<file path="src/rtl/fifo_burst_reader.sv">
// Read-side master for the fifo block: pops a burst of words and streams them downstream over
// valid/ready, hiding the fifo's one-cycle read latency behind a 2-entry skid buffer.
module fifo_burst_reader #(
    parameter int unsigned WIDTH = 10,
    parameter int unsigned LEN_W = 5
) (
    input  logic             clk,
    input  logic             rst,
    input  logic             start,
    input  logic [LEN_W-1:0] burst_len,
    output logic             busy,
    output logic             done,
    output logic [LEN_W-1:0] words_read,
    input  logic             fifo_empty,
    output logic             fifo_rd_en,
    input  logic [WIDTH-1:0] fifo_out,
    output logic             m_valid,
    input  logic             m_ready,
    output logic [WIDTH-1:0] m_data
);

    typedef enum logic [1:0] {
        StIdle,
        StRead,
        StFlush,
        StDone
    } state_e;

    state_e           state_q, state_d;
    logic [LEN_W-1:0] len_q, len_d;
    logic [LEN_W-1:0] issued_q, issued_d;
    logic [LEN_W-1:0] words_q, words_d;
    logic             inflight_q, inflight_d;
    logic [1:0]       occ_q, occ_d;
    logic [WIDTH-1:0] head_q, head_d;
    logic [WIDTH-1:0] tail_q, tail_d;

    logic push;
    logic pop;
    logic room;
    logic issue;

    // The word read last cycle appears on fifo_out now and lands in the buffer on this edge.
    assign push = inflight_q;
    assign pop  = (occ_q != 2'd0) && m_ready;

    // Space check counts the in-flight word and credits a same-cycle pop.
    assign room  = ({1'b0, occ_q} + {2'b00, inflight_q}) < (3'd2 + {2'b00, pop});
    assign issue = (state_q == StRead) && !fifo_empty && (issued_q < len_q) && room;

    always_comb begin
        state_d    = state_q;
        len_d      = len_q;
        issued_d   = issued_q;
        words_d    = words_q;
        inflight_d = issue;

        if (pop) begin
            words_d = words_q + LEN_W'(1);
        end
        if (issue) begin
            issued_d = issued_q + LEN_W'(1);
        end

        unique case (state_q)
            StIdle: begin
                if (start) begin
                    words_d  = '0;
                    issued_d = '0;
                    if (burst_len != '0) begin
                        len_d   = burst_len;
                        state_d = StRead;
                    end else begin
                        state_d = StDone;
                    end
                end
            end
            StRead: begin
                if (issued_d == len_q) begin
                    state_d = StFlush;
                end
            end
            StFlush: begin
                if (pop && (words_d == len_q)) begin
                    state_d = StDone;
                end
            end
            StDone: begin
                state_d = StIdle;
            end
            default: begin
                state_d = StIdle;
            end
        endcase
    end

    // Skid buffer: head_q is the downstream register, tail_q holds the second word.
    always_comb begin
        occ_d  = occ_q;
        head_d = head_q;
        tail_d = tail_q;
        unique case ({push, pop})
            2'b10: begin
                if (occ_q == 2'd0) begin
                    head_d = fifo_out;
                    occ_d  = 2'd1;
                end else if (occ_q == 2'd1) begin
                    tail_d = fifo_out;
                    occ_d  = 2'd2;
                end
            end
            2'b01: begin
                head_d = tail_q;
                occ_d  = occ_q - 2'd1;
            end
            2'b11: begin
                if (occ_q == 2'd1) begin
                    head_d = fifo_out;
                end else begin
                    head_d = tail_q;
                    tail_d = fifo_out;
                end
            end
            default: begin
            end
        endcase
    end

    always_ff @(posedge clk or negedge rst) begin
        if (!rst) begin
            state_q    <= StIdle;
            len_q      <= '0;
            issued_q   <= '0;
            words_q    <= '0;
            inflight_q <= 1'b0;
            occ_q      <= 2'd0;
            head_q     <= '0;
            tail_q     <= '0;
        end else begin
            state_q    <= state_d;
            len_q      <= len_d;
            issued_q   <= issued_d;
            words_q    <= words_d;
            inflight_q <= inflight_d;
            occ_q      <= occ_d;
            head_q     <= head_d;
            tail_q     <= tail_d;
        end
    end

    assign busy       = (state_q != StIdle);
    assign done       = (state_q == StDone);
    assign words_read = words_q;
    assign fifo_rd_en = issue;
    assign m_valid    = (occ_q != 2'd0);
    assign m_data     = head_q;

    // A push into a full buffer without a pop would lose a word.
    assert property (@(posedge clk) disable iff (!rst) !(push && !pop && (occ_q == 2'd2)));
    assert property (@(posedge clk) disable iff (!rst) occ_q != 2'd3);

endmodule

</file>
<file path="config.mk">
export PLATFORM = sky130hd
export DESIGN_NAME = fifo_burst_reader
export DESIGN_NICKNAME = d
export VERILOG_FILES = /design/src/rtl/fifo_burst_reader.sv
export SDC_FILE = /design/constraint.sdc
export NUM_CORES = 1
export LEC_CHECK = 0
export ABC_CLOCK_PERIOD_IN_PS = 2300
export BUFFER_PORTS_ARGS = -buffer_cell sky130_fd_sc_hd__buf_4
export CORE_MARGIN = 4
export CORE_UTILIZATION = 40
export CTS_BUF_LIST = sky130_fd_sc_hd__clkbuf_16
export CTS_CLUSTER_SIZE = 10
export DETAILED_ROUTE_END_ITERATION = 12
export GPL_ROUTABILITY_DRIVEN = 0
export REMOVE_ABC_BUFFERS = 1
export SYNTH_ARGS = -nofsm -noshare
export SYNTH_HDL_FRONTEND = slang
export SYNTH_SLANG_ARGS = --single-unit
</file>
<file path="constraint.sdc">
create_clock -name clk -period 2.3 [get_ports clk]
set_input_delay 0.23 -clock clk [delete_from_list [all_inputs] [get_ports clk]]
set_output_delay 0.23 -clock clk [all_outputs]
set_load 0.02 [all_outputs]
</file>
==> impl_metrics.ini <==
[min_path]
hp-class = in2reg
hp-start = burst_len[0]
min_to = len_q[0]
whs_path_depth = 3

[yosys]
yosys_warnings = 0
synth_top_family_by_area = simple AND/OR/NAND/NOR gates
synth-seq-area-share_pct = 41.5
synth_edf_count = 0
synth_cell_types = 46
syn_area_sq_um = 2410
ys_seq_elements = 40
synth_cells = 239
synth_compound_area_share_pct = 14.5
synth-simple-area-share_pct = 15.0
synthAdderAreaFrac_pct = 7.27
synth_ff_type = dfrtp_1
synth_mux_area_share_pct = 10.1
synthArstFlopShare_pct = 100
syn_avg_cell_area_sq_um = 10.1
synth_xor_area_share_pct = 6.85

[power_and_ir_drop]
intPower_mw = 2.55
power_density_nw_per_um2 = 1350
comb_power_share_pct = 54.9
peakVddDrop_v = 0.000569
p_sw_mw = 1.66
total_power_mw = 4.21
pwr-share-seq_pct = 29.1
pwr-share-clk_pct = 15.9
netSwitchingFraction_pct = 39.4
leakage_nw = 1.46

[layout]
nFillCells = 528
mostFrequentLayoutCells = 63 x buf_4, 40 x dfrtp_1, 21 x nor2_1
areaGrowthSynthToFinish_pct = 29.1
final_common_cell = buf_4
diodes = 0
fin_area_sq_um = 3110
utilization_pct = 52.9
nets = 333
ff_latch_area_sq_um = 1000
multiInputGateArea_sq_um = 1330
stdcell_count = 375
layout-drive-gt1-share_pct = 30.7

[floorplanning]
die-area_sq_um = 7330
num_io_pins = 39
core_sq_um = 5890
die_height_microns = 85.6
die_w_microns = 85.6
start_util_pct = 41.0
num_rows = 28

[timing]
finalHoldViolCount = 0
maxSlewViolCount = 0
fin_ws_ns = -0.00633
slew_headroom_pct = 64.4
holdWs_ns = 0.146
fin_crit_sh_pct = 100
skew_ns = 0.00390
min_period_ns = 2.31
tns_ns = -0.00633
fmax_mhz = 434
tightest_slew_ns = 0.534
setup_violations = 1
rsz0062_at_grt = yes

[critical_path]
end_kind = flop
reg2reg_from = occ_q[1]
worstSetupStartpoint = occ_q[1]
reg2regPathDepth = 10
cp_max_fo = 4
critPathLaunchType = flop
crit_type = reg2reg
worstPathArrival_ns = 2.52
required_ns = 2.51
reg2reg_slack_ns = -0.006
r2r-end = state_q[1]

[drt]
viasPerCell = 5.34
postRouteAntennaNets = 0
drc = 0
wirelength_microns = 5510
wl_per_cell_microns = 14.7
drtIter0Drc = 50
first_pass_iters = 4
via_count = 2004

[placed_design]
placed_cell_area_sq_um = 2900
dp.cells = 362
dpl.hpwl_microns = 3920
dp_slack_ns = -0.0638
io_buffers = 38

[global_route]
track_usage_pct = 16.3
antenna_found_initial = 0
grt_first_pass_wirelength_microns = 9580
grt.overflow.total = 0
grt_pass1_vias = 2034
grt_start_max_net_pins = 41

[clock_network]
cts_buffers = 5
clock_path_buffers = 2
clk_pin_slew_ns = 0.06
root_buffer = clkbuf_16
cts_tree = done
htree_levels = 2
clkLatencyLatePin_ns = 0.28
clock-sinks = 40

[run_status]
outcome = complete, but fails checks
violations = negative setup slack

[job]
maxCapViolations = 0
-- Yosys cell counts, types with 2 or more instances --
library cell / instances / area share, %
nand3_1: 8 / 1.7
a21oi_1: 5 / 1.0
a22o_1: 3 / 1.1
nand2_1: 12 / 1.9
or3_1: 10 / 2.6
nor2_1: 21 / 3.3
o21ai_0: 17 / 3.5
ha_1: 14 / 7.3
clkbuf_1: 8 / 1.2
xor2_1: 9 / 3.3
xnor2_1: 8 / 2.9
and3_1: 2 / 0.52
nand2b_1: 4 / 1.0
mux2_2: 10 / 4.7
dfrtp_1: 40 / 42
nand4_1: 3 / 0.78
inv_1: 14 / 2.2
or4_1: 3 / 0.93
a221oi_1: 9 / 3.3
mux2i_1: 13 / 5.4
-- how the worst max path moves through the flow --
stage / cells past startpoint / end / slack [ns]
2_1_floorplan: 9 / state_q[1] / -0.31
3_5_place_dp: 9 / state_q[1] / -0.06
5_1_grt: 10 / state_q[1] / -0.20
3_3_place_gp: 9 / state_q[1] / -0.01
4_1_cts: 9 / state_q[1] / 0.006
6_report: 10 / state_q[1] / -0.006
-- area by class of cell --
| class | count | share of cell area (%) |
|---|---|---|
| inverters | 15 | 1.85 |
| flip-flops and latches | 40 | 32.2 |
| repair buffers | 65 | 15.9 |
| clock buffers | 5 | 4.02 |
| well taps | 75 | 3.01 |
| clock inverters | 3 | 0.482 |
| multi-input cells | 172 | 42.6 |
-- registers in the layout, indices dropped and copies added, names as in the netlist --
signal / flops
m_data: 10
words_read: 5
len_q: 5
tail_q: 10
issued_q: 5
occ_q: 2
state_q: 2
inflight_q: 1
-- per-layer routing --
metal  wire length, microns  part of all wire (%)  GRT usage [%]
met4                     79                   1.4           4.75
met3                    209                   3.8           3.17
met1                   2660                    48           22.8
met2                   2560                    46           25.7
met5                      0                     0              0
-- critical path: stages, from the launching register on --
cell and delay (ns):
dfrtp_1 0.34, inv_1 0.06, ha_2 0.19, nor2b_4 0.16
buf_6 0.11, nand4_1 0.13, xor2_2 0.19, xnor2_1 0.12
or4_4 0.43, a221oi_4 0.30, mux2i_1 0.20
-- kinds of logic (layout without fill, tap and decap cells) --
| kind of cell | after synthesis | after routing |
|---|---|---|
| AOI/OAI and AO/OA | 48 | 48 |
| and+or+nand+nor | 69 | 69 |
| xor gates and xnor gates | 18 | 18 |
| muxes | 23 | 23 |
| adders and majority gates | 14 | 14 |
| buffers and inverters | 27 | 88 |
| DFF | 40 | 40 |
-- power groups by stage --
stage	Combinational, mW	Clock, mW	Sequential, mW
global route	2.59	0.712	1.28
finish	2.31	0.671	1.23
CTS	2.29	0.693	1.23
detailed placement	2.25	0	1.24
global placement	2.23	0	1.23
floorplan	1.29	0	1.40
-- timing repair --
| action | 4_1_cts | 5_1_grt |
|---|---|---|
| gates cloned | 0 | 0 |
| buffers inserted | 2 | 2 |
| endpoints found under the hold margin | 40 | 0 |
| pin swaps | 2 | 2 |
| endpoints found under the setup margin | 2 | 3 |
| gates resized for setup | 2 | 4 |
| hold buffers | 1 | 0 |
(Power assumes the default switching activity.)
